$ cat config.mk
export PLATFORM = sky130hd
export DESIGN_NAME = vram_scanout_reader
export DESIGN_NICKNAME = d
export VERILOG_FILES = /design/src/rtl/vram_scanout_reader.sv
export SDC_FILE = /design/constraint.sdc
export NUM_CORES = 1
export LEC_CHECK = 0
export CORE_MARGIN = 4
export CORE_UTILIZATION = 30
export CTS_CLUSTER_DIAMETER = 120
export CTS_CLUSTER_SIZE = 30
export DETAILED_ROUTE_END_ITERATION = 8
export PLACE_DENSITY = 0.53
export SYNTH_ARGS = -nofsm -noshare
export SYNTH_HDL_FRONTEND = slang
export SYNTH_SLANG_ARGS = --single-unit
$ cat constraint.sdc
create_clock -name clk0 -period 7.6 [get_ports clk0]
set_input_delay 1.9 -clock clk0 [delete_from_list [all_inputs] [get_ports clk0]]
set_output_delay 1.9 -clock clk0 [all_outputs]
set_load 0.02 [all_outputs]
$ cat src/rtl/vram_scanout_reader.sv
// vram_scanout_reader
//   Reads a completed frame back from DDR2 through MIG port 1 (read-only) and
//   streams 32-bit point words to the display pipeline over valid/ready.
//   Double-buffered: frame_sel, taken with an accepted frame_start, picks the
//   frame region the writer is not currently filling.
// Ports
//   clk0, reset          MIG user clock; asynchronous active-high reset
//   calib_done           MIG calibration done (asynchronous, synchronised here)
//   frame_start/sel      start pulse and buffer select (0: FRAME_BASE0, 1: FRAME_BASE1)
//   p1_cmd_*             read command strobe, instruction, burst length-1, byte address
//   p1_rd_*              first-word-fall-through read FIFO pop, data, empty
//   pix_data/valid/ready point stream, low half of each 64-bit word first
//   pix_sof              marks the first point of a frame
//   frame_done           one-cycle pulse after the last point is accepted
//   overrun              sticky: frame_start seen outside IDLE
module vram_scanout_reader #(
    parameter int unsigned FRAME_BASE0 = 0,
    parameter int unsigned FRAME_BASE1 = 70560,
    parameter int unsigned FRAME_BYTES = 70560,
    parameter int unsigned BURST_WORDS = 16
) (
    input  logic        clk0,
    input  logic        reset,
    input  logic        calib_done,
    input  logic        frame_start,
    input  logic        frame_sel,
    output logic        p1_cmd_en,
    output logic [2:0]  p1_cmd_instr,
    output logic [5:0]  p1_cmd_bl,
    output logic [29:0] p1_cmd_byte_addr,
    input  logic        p1_cmd_full,
    output logic        p1_rd_en,
    input  logic [63:0] p1_rd_data,
    input  logic        p1_rd_empty,
    output logic [31:0] pix_data,
    output logic        pix_valid,
    input  logic        pix_ready,
    output logic        pix_sof,
    output logic        frame_done,
    output logic        overrun
);
    localparam int unsigned FRAME_WORDS = FRAME_BYTES / 8;
    localparam logic [13:0] C_FRAME_WORDS = 14'(FRAME_WORDS);
    localparam logic [13:0] C_BURST       = 14'(BURST_WORDS);
    localparam logic [29:0] C_BASE0       = 30'(FRAME_BASE0);
    localparam logic [29:0] C_BASE1       = 30'(FRAME_BASE1);

    typedef enum logic [2:0] {
        S_FLUSH,
        S_WAIT_CAL,
        S_IDLE,
        S_CMD,
        S_DRAIN
    } state_t;

    state_t      r_state;
    state_t      w_next;

    logic        r_cal_meta;
    logic        r_cal_sync;
    logic [2:0]  r_empty_cnt;
    logic [29:0] r_addr;
    logic [13:0] r_words_left;
    logic [13:0] r_burst_left;
    logic [63:0] r_hold;
    logic        r_hv;
    logic        r_h;
    logic        r_first;
    logic        r_overrun;

    logic [13:0] w_n;
    logic        w_cmd_fire;
    logic        w_pop;
    logic        w_accept;
    logic        w_burst_done;
    logic        w_flush_done;

    assign w_n          = (r_words_left < C_BURST) ? r_words_left : C_BURST;
    assign w_cmd_fire   = (r_state == S_CMD) && !p1_cmd_full;
    // Pop only into an empty hold register, or while its high half leaves.
    assign w_pop        = (r_state == S_DRAIN) && !p1_rd_empty && (r_burst_left != '0) &&
                          (!r_hv || (r_h && pix_ready));
    assign w_accept     = r_hv && pix_ready;
    assign w_burst_done = (r_state == S_DRAIN) && (r_burst_left == '0) && !r_hv;
    // Fourth consecutive empty cycle: three already counted plus this one.
    assign w_flush_done = p1_rd_empty && (r_empty_cnt == 3'd3);

    // State register
    always_ff @(posedge clk0 or posedge reset) begin
        if (reset) r_state <= S_FLUSH;
        else       r_state <= w_next;
    end

    // Next-state logic
    always_comb begin
        w_next = r_state;
        case (r_state)
            S_FLUSH:    if (w_flush_done) w_next = S_WAIT_CAL;
            S_WAIT_CAL: if (r_cal_sync) w_next = S_IDLE;
            S_IDLE:     if (frame_start) w_next = S_CMD;
            S_CMD:      if (!p1_cmd_full) w_next = S_DRAIN;
            S_DRAIN:    if (w_burst_done) w_next = (r_words_left == '0) ? S_IDLE : S_CMD;
            default:    w_next = S_FLUSH;
        endcase
    end

    // Output logic
    always_comb begin
        p1_cmd_en        = 1'b0;
        p1_cmd_instr     = 3'b001;
        p1_cmd_bl        = '0;
        p1_cmd_byte_addr = '0;
        p1_rd_en         = 1'b0;
        frame_done       = 1'b0;
        case (r_state)
            // Stale words from a burst cut off by reset are discarded here;
            // popping is held off while reset itself is asserted.
            S_FLUSH: p1_rd_en = !p1_rd_empty && !reset;
            S_CMD: begin
                if (!p1_cmd_full) begin
                    p1_cmd_en        = 1'b1;
                    p1_cmd_bl        = 6'(w_n - 14'd1);
                    p1_cmd_byte_addr = r_addr;
                end
            end
            S_DRAIN: begin
                p1_rd_en   = w_pop;
                frame_done = w_burst_done && (r_words_left == '0);
            end
            default: ;
        endcase
    end

    assign pix_valid = r_hv;
    assign pix_data  = r_h ? r_hold[63:32] : r_hold[31:0];
    assign pix_sof   = r_hv && !r_h && r_first;
    assign overrun   = r_overrun;

    // Datapath: calibration sync, flush counter, addressing, hold register
    always_ff @(posedge clk0 or posedge reset) begin
        if (reset) begin
            r_cal_meta   <= 1'b0;
            r_cal_sync   <= 1'b0;
            r_empty_cnt  <= '0;
            r_addr       <= '0;
            r_words_left <= '0;
            r_burst_left <= '0;
            r_hold       <= '0;
            r_hv         <= 1'b0;
            r_h          <= 1'b0;
            r_first      <= 1'b0;
            r_overrun    <= 1'b0;
        end else begin
            r_cal_meta <= calib_done;
            r_cal_sync <= r_cal_meta;

            if (r_state == S_FLUSH)
                r_empty_cnt <= p1_rd_empty ? r_empty_cnt + 3'd1 : '0;

            if (frame_start && (r_state != S_IDLE))
                r_overrun <= 1'b1;

            if ((r_state == S_IDLE) && frame_start) begin
                r_addr       <= frame_sel ? C_BASE1 : C_BASE0;
                r_words_left <= C_FRAME_WORDS;
                r_first      <= 1'b1;
            end

            if (w_cmd_fire) begin
                r_addr       <= r_addr + {13'd0, w_n, 3'd0};
                r_words_left <= r_words_left - w_n;
                r_burst_left <= w_n;
            end

            // A pop in the same cycle as the high half leaving takes priority.
            if (w_pop) begin
                r_hold       <= p1_rd_data;
                r_hv         <= 1'b1;
                r_h          <= 1'b0;
                r_burst_left <= r_burst_left - 14'd1;
            end else if (w_accept) begin
                if (!r_h) r_h  <= 1'b1;
                else      r_hv <= 1'b0;
            end

            if (w_accept && !r_h && r_first)
                r_first <= 1'b0;
        end
    end
endmodule
==> results of run 1 <==
[cell usage in the layout, fill, tap and decap left out, drive strengths merged, types with 3 or more instances in the layout]
cell,n
clkdlybuf4s50,142
mux2i,13
and2,29
or3,8
o211ai,11
o21ai,36
or4,3
dfrtp,131
a211oi,3
a21o,10
xnor2,5
nor2,35
o22ai,4
buf,8
conb,16
nor4b,3
nand2b,6
and3,6
inv,27
o31ai,16
a31oi,6
nor4,8
nand2,251
nor3,15
xor2,6
mux2,33
a21oi,24
ha,19
clkbuf,17
nor2b,4
nand3,21
[worst reg2reg max path, stage by stage (launching register included)]
cell	delay (ns)
dfrtp_1	0.46
nor4_4	0.40
and4b_2	0.42
nand2_1	0.15
inv_1	0.12
ha_1	0.25
a211oi_1	0.48
nor4_1	0.11
mux2i_1	0.21
o211ai_2	0.17
a221oi_4	0.48
o21ai_0	0.20
mux2i_1	0.15
[stage by stage]
stage | power (mW) | area (um^2) | setup slack, ns
6_report | 3.32 | 9410 | 1.31
5_1_grt | 3.58 | 9410 | 1.06
4_1_cts | 3.36 | 9410 | 1.27
3_5_place_dp | 2.54 | 8850 | 1.27
3_3_place_gp | 2.53 | 8850 | 1.30
2_1_floorplan | 2.05 | 7160 | 2.11
[cell families after synthesis]
family | after synthesis
and+or+nand+nor | 399
adders and majority gates | 21
DFF | 131
xor gates and xnor gates | 11
buffers and inverters | 63
AOI/OAI and AO/OA | 131
muxes | 46
other | 2
[registers in the layout (all words and copies together) (netlist names)]
signal        cells
r_hold           64
r_addr           27
r_burst_left     14
r_words_left     14
r_empty_cnt       3
r_state           3
overrun           1
pix_valid         1
r_cal_meta        1
r_cal_sync        1
r_first           1
r_h               1
[power by group through the flow]
stage                     logic [mW]  registers [mW]  clock network, mW
after floorplan                0.969            1.08                  0
after global placement          1.40            1.13                  0
after detailed placement        1.41            1.13                  0
after CTS                       1.42            1.12              0.821
after global routing            1.57            1.16              0.854
final                           1.40            1.12              0.794
[worst paths after layout]
path	from	slack (ns)	depth (start not counted)	end
max	p1_cmd_full	1.31	7	p1_cmd_byte_addr[24]
min	r_cal_meta	0.35	0	r_cal_sync
min in group asynchronous	reset	2.04	2	r_hold[32]
min reg2reg	r_cal_meta	0.35	0	r_cal_sync
max reg2reg	r_words_left[6]	3.89	12	r_addr[20]
max in group asynchronous	reset	4.36	3	pix_valid
[final cells by class]
cell class              count  area (um^2)
clock inverters            15          136
multi-input cells         624         3630
repair buffers            150         1480
flip-flops and latches    131         3280
clock buffers              17          425
fillers                  2441        14000
inverters                  16         65.1
well taps                 319          399
[metal layers]
layer,part of all wire (%),wire length [um],vias to the layer above
li1,-,-,3013
met1,47,8720,2844
met2,47,8720,96
met3,5.0,931,9
met4,0.81,150,2
met5,0.043,8,-
==> run summary, run 1 <==
Root Driver: clkbuf_16
Worst-Margin Slew: 0.928 ns
Hold Buf Count CTS: 0
maximum clock rate: 159 MHz
DRT Pass-1 Iters: 5
Psw: 1.31 mW
die height: 162 um
Final #Nets: 1032
CTS tree: done
post-synth top area cell: dfrtp_1
number of global-route vias before repair: 5784
adder-cell share of the synthesized area: 3.76%
RSZ-0062 raised after global routing: no
Clk pin slew, worst setup/hold paths: 0.06 ns
most common cell in the synthesized netlist: nand2_1
Starting Density: 30.4%
Flop pwr share: 33.9%
Final Critical Period: 6.29 ns
first-pass GRT wire length: 30300 um
worst stage delay on the critical path: 0.68 ns
Buf/Inv on CP: 4
Worst path slowest cell: inv_1
CP Launch Type: input pin
fraction of the mapped netlist area in compound gates: 12.8%
Yosys top cell area share: 46.1%
post-route setup TNS: 0 ns
final setup vio count: 0
xor and xnor area share after synthesis: 1.35%
post-synthesis cell area: 7110 um^2
global route hottest layer: met2
HP Class: reg -> reg
CP cell instances: clkdlybuf4s50_1 -> nand2b_1 -> or3_1 -> inv_1 -> nand2_1 -> inv_1 -> clkdlybuf4s50_1
total track usage: 14.3%
Max-Slew Margin vs Limit: 38.0%
Crit path max-delay family: buffers and inverters
Post-synth ARST share: 100%
main combinational cell family by area after synthesis: simple AND/OR/NAND/NOR gates
WL final: 18500 um
combinational power share: 42.2%
hold slack: 0.351 ns
status: completed
I/O Buffers: 142
Remaining Overflow, GRT: 0
Top Ports: 149
Synth Area in Simple Gates: 25.0%
met2 capacity usage during global routing: 22.9%
GPL Wtd Cong: 0.784
Pins Over Slew Limit: 0
die area: 26200 um^2
CP max FO: 34
worst endpoint required time: 5.70 ns
H-tree levels: 4
Power Density: 352 nW/um^2
Post-synth EDFFs: 0
post-CTS sizing: 0
synth warn: 0
DRT iter0 DRCs: 251
Avg WL per Cell: 14.6 um
Placeable Area: 23400 um^2
total CTS buffers: 17
Cell variety after synth: 62
Main synth FF type: dfrtp_1
largest net degree at the start of global routing: 79
clock share of power: 23.9%
post-route ant nets: 0
Worst-Skew Late Latency: 0.42 ns
DRC Markers: 0
detail-routed via count per cell: 4.69
initial antenna violation count: 1
Peak VDD IR: 0.154 mV
Rows: 56
mux share of post-synthesis cell area: 7.05%
Switching Fraction: 39.4%
CTS sink cnt: 131
Post-synth top cells: nand2_1 (251), dfrtp_1 (131), o21ai_0 (36)
Core Util, Final: 40.2%
period utilization: 82.7%
Die W: 162 um
Leakage: 4.30 nW
DR vias: 5964
final hold violation count: 0
final clock skew: 0.0108 ns
area delta synth->final: 32.4%
Antenna Cells: 0
dominant cells by area after synthesis: dfrtp_1 (46%), nand2_1 (13%), mux2_2 (5.2%)
Seq/Total Area, Yosys: 46.1%
Synth Area per Inst: 8.85 um^2
met1 Usage GRT: 19.1%
critical path class: in -> out
worst path arrival time: 4.39 ns
FF+latch count, synth: 131
crit path capture type: output pin
Internal: 2.01 mW
GR Util met3: 4.26%
Setup Buffers After CTS: 0
Detailed Place HPWL: 12700 um
Mapped Cells: 804
clk buf depth: 2
max-cap violation count: 0
Post-Layout Cell Count: 1272
Placed Cells: 1240
proportion of layout cells with a drive suffix above 1: 8.92%
No activity file was read; power rests on OpenSTA's default activity.
==> run 2, diff against run 1 <==
==> constraint.sdc (replaced) <==
create_clock -name clk0 -period 5.81 [get_ports clk0]
set_input_delay 1.4525 -clock clk0 [delete_from_list [all_inputs] [get_ports clk0]]
set_output_delay 1.4525 -clock clk0 [all_outputs]
set_load 0.02 [all_outputs]
==> run 2 against run 1 <==
Compared with the run above: power rose by 31%; non-clock buffer count rose by 3; global-route usage rose by 0.19 points; utilization rose by 0.091 points; critical path depth did not move; combinational power rose by 31%; critical endpoint is now p1_cmd_byte_addr[12]; highest routed layer is now met4.
==> run summary, run 2 (same netlist as run 1, synthesis figures left out) <==
status: completed
Top Ports: 149
final hold violation count: 0
maximum clock rate: 190 MHz
first-pass GRT wire length: 30600 um
post-route ant nets: 0
Hold Buf Count CTS: 0
Placed Area: 8870 um^2
DRT iter0 DRCs: 285
clk buf depth: 2
total track usage: 14.5%
pre-CTS setup slack: 0.503 ns
worst stage delay on the critical path: 0.60 ns
worst path arrival time: 3.82 ns
die area: 26200 um^2
H-tree levels: 4
CP max FO: 20
period utilization: 90.7%
initial antenna violation count: 0
Internal: 2.63 mW
Largest regs: r_hold: 64 flops, r_addr: 27 flops
Final #Nets: 1035
Avg WL per Cell: 14.6 um
WL final: 18600 um
Psw: 1.72 mW
HP Class: reg -> reg
largest reg by FF count: r_hold
CP cell instances: clkdlybuf4s50_1 -> nand2b_1 -> or3_1 -> inv_1 -> buf_4 -> and2_1 -> clkdlybuf4s50_1
Remaining Overflow, GRT: 0
Rows: 56
critical path class: in -> out
GPL Wtd Cong: 0.777
CTS tree: done
Worst path slowest cell: clkdlybuf4s50_1
max reg flops: 64
combinational power share: 42.2%
commonest non-fill, non-tap cell in the layout: nand2_1
Starting Density: 30.4%
CP Launch Type: input pin
Switching Fraction: 39.5%
DRT Pass-1 Iters: 4
Crit path max-delay family: buffers and inverters
Pins Over Slew Limit: 0
crit path capture type: output pin
final setup vio count: 0
Clk pin slew, worst setup/hold paths: 0.06 ns
proportion of layout cells with a drive suffix above 1: 9.21%
max-cap violation count: 0
Antenna Cells: 0
final clock skew: 0.0106 ns
Worst-Margin Slew: 0.971 ns
most frequent CP cell: clkdlybuf4s50_1
Die W: 162 um
Placeable Area: 23400 um^2
worst endpoint required time: 4.36 ns
DR vias: 5933
Root Driver: clkbuf_16
area delta synth->final: 32.7%
clock share of power: 23.9%
Placed Cells: 1243
die height: 162 um
Flop pwr share: 33.9%
Max-Slew Margin vs Limit: 35.3%
Final WS setup: 0.539 ns
most used cells in the layout excluding fill and tap cells: nand2_1 (251), clkdlybuf4s50_1 (142), dfrtp_1 (131), o21ai_0 (36), nor2_1 (35)
CTS sink cnt: 131
DRC Markers: 0
I/O Buffers: 142
largest net degree at the start of global routing: 108
Buf/Inv on CP: 4
Final Cell Area: 9430 um^2
Power Density: 462 nW/um^2
Peak VDD IR: 0.223 mV
post-CTS sizing: 0
total CTS buffers: 17
Post-Layout Cell Count: 1275
Final Critical Period: 5.27 ns
Setup Buffers After CTS: 0
Detailed Place HPWL: 13000 um
post-route setup TNS: 0 ns
RSZ-0062 raised after global routing: no
Leakage: 4.32 nW
Worst-Skew Late Latency: 0.42 ns
detail-routed via count per cell: 4.65
number of global-route vias before repair: 5911
## run 2: cell types whose count changed in the layout (fill, tap and decap cells not counted)
cell	delta
clkinvlp_4	+1
clkinv_4	-1
buf_4	+3
## run 2: final timing paths
kind,from,to,slack (ns),cells after the start
worst max register to register,r_words_left[6],r_addr[20],2.15,12
min in group asynchronous,reset,r_hold[32],1.67,2
worst min-delay path,r_cal_meta,r_cal_sync,0.35,0
worst min register to register,r_cal_meta,r_cal_sync,0.35,0
max in group asynchronous,reset,r_burst_left[9],3.18,3
worst max-delay path,p1_cmd_full,p1_cmd_byte_addr[12],0.54,7
## run 2: metrics by stage
stage	power, mW	util (%)	hold WS, ns
after global routing	4.69	40.3	0.364
final	4.35	40.3	0.354
after CTS	4.40	40.3	0.358
after floorplan	2.68	-	0.331
after detailed placement	3.33	37.9	0.343
after global placement	3.32	37.9	0.337
## run 2: cell type report
cell class	count	area, um^2
Fill cell	2390	14000
Multi-Input combinational cell	624	3630
Tap cell	319	399
Inverter	16	65.1
Timing Repair Buffer	153	1500
Clock buffer	17	425
Clock inverter	15	135
Sequential cell	131	3280
## run 2: worst reg2reg max path, stage by stage, from the launching register on
cell	delay, ns
dfrtp_1	0.46
nor4_4	0.37
and4b_2	0.40
nand2_1	0.14
inv_1	0.12
ha_1	0.25
a211oi_1	0.51
nor4b_1	0.13
mux2i_1	0.21
o211ai_2	0.17
a221oi_4	0.45
o21ai_0	0.20
mux2i_1	0.14
## run 2: per-layer routing
metal / vias up / GRT usage (%) / part of all wire [%]
met4: 0 / 4.50 / 1.4
li1: 3014 / - / -
met2: 95 / 23.0 / 47
met5: - / 0 / 0
met3: 17 / 4.01 / 4.9
met1: 2807 / 19.3 / 47
## run 2: power by group through the flow
stage / Combinational (mW) / Sequential (mW) / Clock, mW
after floorplan: 1.27 / 1.41 / 0
after global placement: 1.84 / 1.48 / 0
after detailed placement: 1.85 / 1.48 / 0
after CTS: 1.85 / 1.48 / 1.07
after global routing: 2.06 / 1.53 / 1.10
final: 1.84 / 1.47 / 1.04
